### config.mk
export PLATFORM = sky130hd
export DESIGN_NAME = twiddle81_sequencer_flat
export DESIGN_NICKNAME = d
export VERILOG_FILES = /design/src/rtl/twiddle81_pkg.sv /design/src/rtl/twiddle81_if.sv /design/src/rtl/twiddle81_sb_align.sv /design/src/rtl/twiddle81_sequencer.sv /design/src/flat_wrapper.sv
export SDC_FILE = /design/constraint.sdc
export NUM_CORES = 1
export LEC_CHECK = 0
export CAP_MARGIN = 20
export CORE_MARGIN = 2
export CORE_UTILIZATION = 50
export CTS_CLUSTER_SIZE = 8
export DETAILED_ROUTE_END_ITERATION = 6
export GPL_TIMING_DRIVEN = 0
export HOLD_SLACK_MARGIN = 0.03
export PLACE_DENSITY_LB_ADDON = 0.15
export SYNTH_ARGS = -nofsm -noshare
export SYNTH_HDL_FRONTEND = slang
export SYNTH_SLANG_ARGS = --single-unit
### constraint.sdc
create_clock -name clk -period 2.8 [get_ports clk]
set_input_delay 0.56 -clock clk [delete_from_list [all_inputs] [get_ports clk]]
set_output_delay 0.56 -clock clk [all_outputs]
set_load 0.02 [all_outputs]
### src/rtl/twiddle81_pkg.sv
`default_nettype none
// ----------------------------------------------------------------------------
// twiddle81_pkg : shared constants and types for the 81-point twiddle sequencer
// rev 1.0
// ----------------------------------------------------------------------------
package twiddle81_pkg;

  localparam int N81    = 81;
  localparam int R1_DEF = 9;
  localparam int R2_DEF = 9;
  localparam int ADDR_W = 7;

  typedef enum logic [1:0] {
    IDLE  = 2'd0,
    RUN   = 2'd1,
    FLUSH = 2'd2
  } state_t;

  typedef struct packed {
    logic [3:0] k1;
    logic [3:0] n2;
    logic       last;
    logic       frame_last;
  } sb_t;

endpackage
`default_nettype wire

### src/rtl/twiddle81_if.sv
`default_nettype none
// ----------------------------------------------------------------------------
// twiddle81_if : ROM address handshake plus ROM-aligned sideband
// rev 1.0
// ----------------------------------------------------------------------------
interface twiddle81_if;
  import twiddle81_pkg::*;

  logic [ADDR_W-1:0] tw_addr;
  logic              tw_valid;
  logic              tw_ready;
  logic              sb_valid;
  logic [3:0]        sb_k1;
  logic [3:0]        sb_n2;
  logic              sb_last;
  logic              sb_frame_last;

  modport master (
    output tw_addr, tw_valid, sb_valid, sb_k1, sb_n2, sb_last, sb_frame_last,
    input  tw_ready
  );

  modport slave (
    input  tw_addr, tw_valid, sb_valid, sb_k1, sb_n2, sb_last, sb_frame_last,
    output tw_ready
  );

endinterface
`default_nettype wire

### src/rtl/twiddle81_sb_align.sv
`default_nettype none
// ----------------------------------------------------------------------------
// twiddle81_sb_align : delays valid + sideband by TW_FF cycles (0 or 1)
// rev 1.0
// ----------------------------------------------------------------------------
module twiddle81_sb_align
  import twiddle81_pkg::*;
#(
  parameter int TW_FF = 0
) (
  input  logic clk,
  input  logic rst_n,
  input  logic in_valid,
  input  sb_t  in_sb,
  output logic out_valid,
  output sb_t  out_sb
);

  generate
    if (TW_FF == 0) begin : g_pass
      assign out_valid = in_valid;
      assign out_sb    = in_sb;
    end else begin : g_reg
      sb_t  r_sb;
      logic r_valid;

      // No enable: the ROM output register also loads every clock.
      always_ff @(posedge clk or negedge rst_n) begin
        if (!rst_n) begin
          r_valid <= 1'b0;
          r_sb    <= '0;
        end else begin
          r_valid <= in_valid;
          r_sb    <= in_sb;
        end
      end

      assign out_valid = r_valid;
      assign out_sb    = r_sb;
    end
  endgenerate

endmodule
`default_nettype wire

### src/rtl/twiddle81_sequencer.sv
`default_nettype none
// ----------------------------------------------------------------------------
// twiddle81_sequencer : walks W81^(n2*k1) ROM addresses for N 81-sample frames
// rev 1.0
// ----------------------------------------------------------------------------
module twiddle81_sequencer
  import twiddle81_pkg::*;
#(
  parameter int TW_FF = 0,
  parameter int R1    = R1_DEF,
  parameter int R2    = R2_DEF,
  parameter int FRM_W = 8
) (
  input  logic             clk,
  input  logic             rst_n,
  input  logic             start,
  input  logic             abort,
  input  logic             inverse,
  input  logic [FRM_W-1:0] num_frames,
  output logic             busy,
  output logic             done,
  twiddle81_if.master      tw
);

  state_t            r_state;
  state_t            w_state_nxt;
  logic [3:0]        r_k1;
  logic [3:0]        r_n2;
  logic [ADDR_W-1:0] r_acc;
  logic [FRM_W-1:0]  r_frame;
  logic [FRM_W-1:0]  r_nf;
  logic              r_inv;
  logic              r_done;

  logic              w_done_nxt;
  logic              w_valid;
  logic              w_load;
  logic              w_fire;
  logic              w_last;
  logic              w_frame_last;
  logic [ADDR_W-1:0] w_addr;
  sb_t               w_sb;
  sb_t               w_sb_out;
  logic              w_sb_valid;

  assign w_last       = (r_k1 == 4'(R1 - 1)) && (r_n2 == 4'(R2 - 1));
  assign w_frame_last = w_last && (r_frame == (r_nf - FRM_W'(1)));

  always_comb begin
    w_state_nxt = r_state;
    w_done_nxt  = 1'b0;
    w_valid     = 1'b0;
    w_load      = 1'b0;
    w_fire      = 1'b0;
    case (r_state)
      IDLE: begin
        if (start && !abort) begin
          if (num_frames == '0) begin
            w_done_nxt = 1'b1;
          end else begin
            w_load      = 1'b1;
            w_state_nxt = RUN;
          end
        end
      end
      RUN: begin
        w_valid = 1'b1;
        // Abort outranks a same-cycle fire: nothing advances.
        if (abort) begin
          w_state_nxt = IDLE;
        end else if (tw.tw_ready) begin
          w_fire = 1'b1;
          if (w_frame_last) begin
            if (TW_FF != 0) begin
              w_state_nxt = FLUSH;
            end else begin
              w_state_nxt = IDLE;
              w_done_nxt  = 1'b1;
            end
          end
        end
      end
      FLUSH: begin
        w_state_nxt = IDLE;
        w_done_nxt  = !abort;
      end
      default: w_state_nxt = IDLE;
    endcase
  end

  always_ff @(posedge clk or negedge rst_n) begin
    if (!rst_n) begin
      r_state <= IDLE;
      r_done  <= 1'b0;
      r_k1    <= '0;
      r_n2    <= '0;
      r_acc   <= '0;
      r_frame <= '0;
      r_nf    <= '0;
      r_inv   <= 1'b0;
    end else begin
      r_state <= w_state_nxt;
      r_done  <= w_done_nxt;
      if (w_load) begin
        r_k1    <= '0;
        r_n2    <= '0;
        r_acc   <= '0;
        r_frame <= '0;
        r_nf    <= num_frames;
        r_inv   <= inverse;
      end else if (w_fire) begin
        if (r_n2 == 4'(R2 - 1)) begin
          r_n2  <= '0;
          r_acc <= '0;
          if (r_k1 == 4'(R1 - 1)) begin
            r_k1    <= '0;
            r_frame <= r_frame + FRM_W'(1);
          end else begin
            r_k1 <= r_k1 + 4'd1;
          end
        end else begin
          r_n2  <= r_n2 + 4'd1;
          r_acc <= r_acc + {3'b000, r_k1};
        end
      end
    end
  end

  // acc = n2*k1 never exceeds 64, so 81-acc cannot underflow.
  assign w_addr      = (r_inv && (r_acc != '0)) ? (ADDR_W'(N81) - r_acc) : r_acc;
  assign tw.tw_addr  = (r_state == RUN) ? w_addr : '0;
  assign tw.tw_valid = w_valid;
  assign busy        = (r_state != IDLE);
  assign done        = r_done;

  assign w_sb.k1         = r_k1;
  assign w_sb.n2         = r_n2;
  assign w_sb.last       = w_last;
  assign w_sb.frame_last = w_frame_last;

  twiddle81_sb_align #(
    .TW_FF (TW_FF)
  ) u_sb_align (
    .clk       (clk),
    .rst_n     (rst_n),
    .in_valid  (w_fire),
    .in_sb     (w_sb),
    .out_valid (w_sb_valid),
    .out_sb    (w_sb_out)
  );

  assign tw.sb_valid      = w_sb_valid;
  assign tw.sb_k1         = w_sb_out.k1;
  assign tw.sb_n2         = w_sb_out.n2;
  assign tw.sb_last       = w_sb_out.last;
  assign tw.sb_frame_last = w_sb_out.frame_last;

endmodule
`default_nettype wire

### src/flat_wrapper.sv
// flat-port wrapper written by rule: the top's interface ports become plain ports
module twiddle81_sequencer_flat import twiddle81_pkg::*;
#(
  parameter int TW_FF = 0,
  parameter int R1    = R1_DEF,
  parameter int R2    = R2_DEF,
  parameter int FRM_W = 8
)
  (clk, rst_n, start, abort, inverse, num_frames, busy, done, tw_tw_addr, tw_tw_valid, tw_sb_valid, tw_sb_k1, tw_sb_n2, tw_sb_last, tw_sb_frame_last, tw_tw_ready);
  twiddle81_if tw_i ();
  input  logic clk;
  input  logic rst_n;
  input  logic start;
  input  logic abort;
  input  logic inverse;
  input  logic [FRM_W-1:0] num_frames;
  output logic busy;
  output logic done;
  output wire logic [$bits(tw_i.tw_addr)-1:0] tw_tw_addr;
  output wire logic [$bits(tw_i.tw_valid)-1:0] tw_tw_valid;
  output wire logic [$bits(tw_i.sb_valid)-1:0] tw_sb_valid;
  output wire logic [$bits(tw_i.sb_k1)-1:0] tw_sb_k1;
  output wire logic [$bits(tw_i.sb_n2)-1:0] tw_sb_n2;
  output wire logic [$bits(tw_i.sb_last)-1:0] tw_sb_last;
  output wire logic [$bits(tw_i.sb_frame_last)-1:0] tw_sb_frame_last;
  input wire logic [$bits(tw_i.tw_ready)-1:0] tw_tw_ready;
  assign tw_tw_addr = tw_i.tw_addr;
  assign tw_tw_valid = tw_i.tw_valid;
  assign tw_sb_valid = tw_i.sb_valid;
  assign tw_sb_k1 = tw_i.sb_k1;
  assign tw_sb_n2 = tw_i.sb_n2;
  assign tw_sb_last = tw_i.sb_last;
  assign tw_sb_frame_last = tw_i.sb_frame_last;
  assign tw_i.tw_ready = tw_tw_ready;
  twiddle81_sequencer #(.TW_FF(TW_FF), .R1(R1), .R2(R2), .FRM_W(FRM_W)) u_core (.clk(clk), .rst_n(rst_n), .start(start), .abort(abort), .inverse(inverse), .num_frames(num_frames), .busy(busy), .done(done), .tw(tw_i));
endmodule
==> results.tsv, run 1 <==
metric	value	unit
required	2240	ps
clk_pin_slew	80	ps
synth_top_flop_cell	dfrtp_1	
die-area	4830	um^2
synthAdderAreaFrac	0.0736	
via_per_inst	5.50	
clock_latency	300	ps
antenna_found_initial	0	
drive_gt1_frac	0.160	
pwr-share-comb	0.342	
synth_compound_area_frac	0.138	
synth_top_family_by_area	simple AND/OR/NAND/NOR gates	
critPathKind	reg -> out	
drt_iter0_drc	80	
cts-root-buf	clkbuf_8	
critPathLaunch	u_core.r_acc[6]	
grt_usage	0.213	
start_util	0.528	
gp_congestion	0.822	
n_fill_cell	351	
num_rows	23	
cp-end-kind	output port	
syn_area	2140	um^2
yosysSeqAreaShare	0.397	
seqPwrFrac	0.389	
maxCapViolations	0	
post-route-util	0.668	
ys_async_sr_fraction	1.00	
synth_fp_nets	252	
drt_pass1_iterations	4	
grt_overflow	0	
fmax	371	MHz
status	finished, final reports clean	
cts_max_level	2	
min_period	2700	ps
r2r_end	u_core.r_acc[6]	
cellPowerDensity	615	nW/um^2
swShare	0.338	
hold_viol	0	
nets	300	
period_share	0.963	
yosysWarnings	0	
min_path_type	in -> async	
layout_common_cells	32 x dfrtp_1, 29 x nand2_1, 26 x clkdlybuf4s50_1, 20 x xor2_1, 13 x nor2_1	
synth_xor_area_frac	0.106	
slew_viol_final	0	
wirelength	4610	um
rr_worst_depth	7	
synth_cell_types	49	
syn2layout_area_growth	26.4	%
synth.area.mux_share	0.0245	
cts_max_path_buffers	2	
final_common_cell	dfrtp_1	
synthSimpleGateAreaFrac	0.211	
dp_hpwl	3390	um
power_switching	0.563	mW
timing.rr.start	u_core.r_k1[0]	
ant_nets	0	
grt_max_degree	35	
syn_inst	226	
fp.coreArea	4060	um^2
cts_inserted_buffers	5	
slew_headroom	0.482	
cp-start-kind	register	
post-place-ws	-47.9	ps
ys_ff_latch	34	
setup_violations	0	
ir_worst_vdd	0.491	mV
cts_tree	yes	
pwr-share-clk	0.269	
die_w	69.5	um
reg2reg_slack	710	ps
die_h	69.5	um
vias	1786	
grt_first_pass_wirelength	8150	um
worst_slack	103	ps
synth_edf_count	0	
critPathCapture	tw_tw_addr[6]	
worstPathArrival	2140	ps
portBuffers	34	
crit_path_max_fanout	4	
grt_pass1_vias	1796	
worst_slew_pin_slew	776	ps
power.internal	1.10	mW
p_leak	1.32	nW
diodes	0	
drc	0	
syn_avg_cell_area	9.48	um^2
cts.sinks	34	
wl_per_cell	14.2	um
finalClockSkew	10.9	ps
ios	35	
[state kept, by name, summed over array words and instances (netlist names)]
| signal | cells |
|---|---|
| u_core.r_inv | 1 |
| u_core.r_nf | 8 |
| u_core.r_k1 | 4 |
| u_core.r_frame | 8 |
| u_core.r_state | 1 |
| u_core.r_acc | 7 |
| u_core.done | 1 |
| u_core.r_n2 | 4 |
[cell type report]
cell class | count | area, um^2 | share of cell area
sequential | 34 | 853 | 0.315
multi-input combinational | 170 | 1190 | 0.440
inverter | 12 | 45.0 | 0.0166
clock inverter | 3 | 40.0 | 0.0148
tap | 50 | 62.6 | 0.0231
clock buffer | 5 | 68.8 | 0.0254
timing repair buffer | 41 | 385 | 0.142
buffer | 10 | 61.3 | 0.0226
[layer usage]
metal	vias to the layer above	global-route usage	routed length (um)
met3	12	0.0538	179
met1	856	0.240	1870
met5	-	0	0
li1	882	-	-
met2	36	0.374	2430
met4	0	0.0980	127
[power by group through the flow]
stage / registers (mW) / clock network [mW] / logic (mW)
CTS: 0.644 / 0.468 / 0.553
floorplan: 0.662 / 0 / 0.346
detailed placement: 0.653 / 0 / 0.546
global route: 0.661 / 0.485 / 0.640
global placement: 0.653 / 0 / 0.523
finish: 0.647 / 0.448 / 0.570
[critical path, stage by stage, from the launching register on]
cell and delay [ps]:
dfrtp_1 430, or4_4 560, o21ai_4 230, buf_6 130, a211oi_2 40, xor2_1 140
and2_1 150, buf_2 150
[cell families (layout without fill, tap and decap cells)]
group,after synthesis,after routing
AND/OR/NAND/NOR,85,85
AO/OA/AOI/OAI,42,42
flip-flops,34,34
XOR/XNOR,26,26
buffers and inverters,22,71
adder cells (fa/ha/maj),12,12
multiplexers,5,5
[worst min path at each step]
stage                      to  slack, ps  cells after the start
5_1_grt        u_core.r_nf[2]        410                      1
4_1_cts        u_core.r_nf[1]        350                      1
3_5_place_dp   u_core.r_nf[7]        490                      2
6_report       u_core.r_n2[1]        340                      1
2_1_floorplan     u_core.done        260                      0
3_3_place_gp   u_core.r_nf[7]        480                      2
[synth_stat cells (3+ instances only)]
master	instances	area [um^2]
dfrtp_1	34	851
nand2_1	29	109
xor2_1	20	175
nor2_1	14	52.6
inv_1	12	45.0
ha_1	11	138
o21ai_0	11	55.1
a21oi_1	9	45.0
xnor2_1	6	52.6
and2_1	5	31.3
nor3_1	5	25.0
a22o_1	4	35.0
nand3_1	4	20.0
a31oi_1	3	18.8
and3_1	3	18.8
clkbuf_1	3	11.3
mux2i_1	3	30.0
nand3b_1	3	22.5
nor2b_1	3	18.8
nor4_1	3	18.8
[timing repair]
item,4_1_cts,5_1_grt
resized for setup,16,16
hold buffers,0,0
pin swaps,1,4
setup endpoints to repair,6,8
setup buffers,2,5
[per-stage QoR]
stage	hold WS, ps	cells	cell area [um^2]	total power [mW]	TNS, ps
after CTS	355	320	2650	1.66	-83.0
final	339	325	2710	1.67	0
after global routing	406	325	2710	1.79	-4.99
after floorplan	264	226	2140	1.01	0
after global placement	483	310	2550	1.18	-50.5
after detailed placement	493	310	2540	1.20	-47.9
(Power assumes the default switching activity.)
==> run 2, diff against run 1 <==
--- a/config.mk
+++ b/config.mk
@@ -12,7 +12,10 @@
 export DETAILED_ROUTE_END_ITERATION = 6
 export GPL_TIMING_DRIVEN = 0
 export HOLD_SLACK_MARGIN = 0.03
+export MAX_ROUTING_LAYER = met4
 export PLACE_DENSITY_LB_ADDON = 0.15
+export SKIP_CTS_REPAIR_TIMING = 1
 export SYNTH_ARGS = -nofsm -noshare
 export SYNTH_HDL_FRONTEND = slang
 export SYNTH_SLANG_ARGS = --single-unit
+export TNS_END_PERCENT = 20
==> run 2 against run 1 <==
Net effect:
- non-clock buffer count decreased by 6
- largest cell class unchanged
- via count decreased by 1.5%
- clock power about the same
- critical endpoint is now tw_sb_frame_last
==> results.tsv, run 2 (synthesis results as in run 1) <==
metric	value	unit
status	finished, final reports clean	
grt_first_pass_wirelength	8090	um
drive_gt1_frac	0.130	
reg2reg_slack	700	ps
critPathKind	reg -> out	
portBuffers	34	
ant_nets	0	
maxCapViolations	0	
grt_use_met2	0.374	
setup_violations	0	
wirelength	4540	um
r2r_end	u_core.r_acc[6]	
post-route-util	0.654	
cts-root-buf	clkbuf_8	
instances_no_fill	319	
via_per_inst	5.51	
cts_max_level	2	
globalRoute.busiestLayer	met2	
reg_top3	u_core.r_frame: 8 flops, u_core.r_nf: 8 flops, u_core.r_acc: 7 flops	
grt_overflow	0	
cts_tree	yes	
syn2layout_area_growth	23.9	%
final_common_cell	dfrtp_1	
grt_util_met1	0.236	
pwr-share-comb	0.328	
cts_inserted_buffers	5	
hold_viol	0	
cellPowerDensity	614	nW/um^2
slew_viol_final	0	
min_period	2740	ps
whs	337	ps
drt_iter0_drc	82	
worst_slew_pin_slew	770	ps
clock_latency	300	ps
critPathLaunch	u_core.r_k1[1]	
die_w	69.5	um
gp_congestion	0.834	
cts_max_path_buffers	2	
swShare	0.342	
grt_usage	0.217	
cp-start-kind	register	
required	2240	ps
rr_worst_depth	7	
start_util	0.528	
drc	0	
grt_max_degree	35	
die_h	69.5	um
ios	35	
num_rows	23	
diodes	0	
ir_worst_vdd	0.491	mV
post-place-ws	-47.9	ps
wl_per_cell	14.2	um
pwr-share-clk	0.277	
crit_path_max_fanout	6	
power.internal	1.07	mW
cp-end-kind	output port	
fmax	365	MHz
seqPwrFrac	0.395	
slew_headroom	0.487	
cts.sinks	34	
min_path_type	in -> async	
drt_pass1_iterations	5	
timing.rr.start	u_core.r_k1[0]	
grt_use_met3	0.0538	
fp.coreArea	4060	um^2
finalClockSkew	10.5	ps
layout_common_cells	34 x dfrtp_1, 29 x nand2_1, 26 x clkdlybuf4s50_1, 20 x xor2_1, 13 x nor2_1	
p_leak	1.33	nW
dp_hpwl	3390	um
grt_pass1_vias	1790	
period_share	0.979	
nets	294	
antenna_found_initial	0	
worstPathArrival	2180	ps
power_switching	0.557	mW
placed_cells	310	
vias	1759	
die-area	4830	um^2
rsz0062_at_grt	yes	
clk_pin_slew	70	ps
worst_slack	57.5	ps
## run 2: per-layer routing
layer	vias to the layer above	wire, um
li1	868	-
met4	0	127
met5	-	0
met3	11	209
met1	837	1860
met2	43	2350
## run 2: metrics by stage
stage               total power [mW]  area [um^2]  setup TNS, ps
global placement                1.18         2550          -50.5
global route                    1.74         2660          -85.8
detailed placement              1.20         2540          -47.9
finish                          1.63         2660              0
floorplan                       1.01         2140              0
CTS                             1.66         2650          -1690
## run 2: power by group through the flow
stage               registers (mW)  logic, mW  clock network, mW
detailed placement           0.653      0.546                  0
finish                       0.644      0.535              0.451
global placement             0.653      0.523                  0
floorplan                    0.662      0.346                  0
CTS                          0.644      0.546              0.468
global route                 0.657      0.602              0.484
## run 2: area by class of cell
cell class | count | area, um^2
buffer | 10 | 61.3
clock buffer | 5 | 68.8
clock inverter | 3 | 40.0
fill | 355 | 1400
inverter | 12 | 45.0
multi-input combinational | 170 | 1190
sequential | 34 | 851
tap | 50 | 62.6
timing repair buffer | 35 | 338
## run 2: critical path: stages, from the launching register on
cell       delay (ps)
dfrtp_1           480
inv_1             120
ha_1              150
nand3b_1          180
nor2_2            180
o2111ai_1         160
nor4_2            390
clkbuf_2          240
## run 2: worst max-delay path by stage
stage / to / slack [ps]
after floorplan: tw_sb_frame_last / 310
after global placement: tw_sb_frame_last / -50
after detailed placement: tw_sb_frame_last / -50
after CTS: tw_sb_frame_last / -390
after global routing: tw_sb_frame_last / -70
final: tw_sb_frame_last / 60
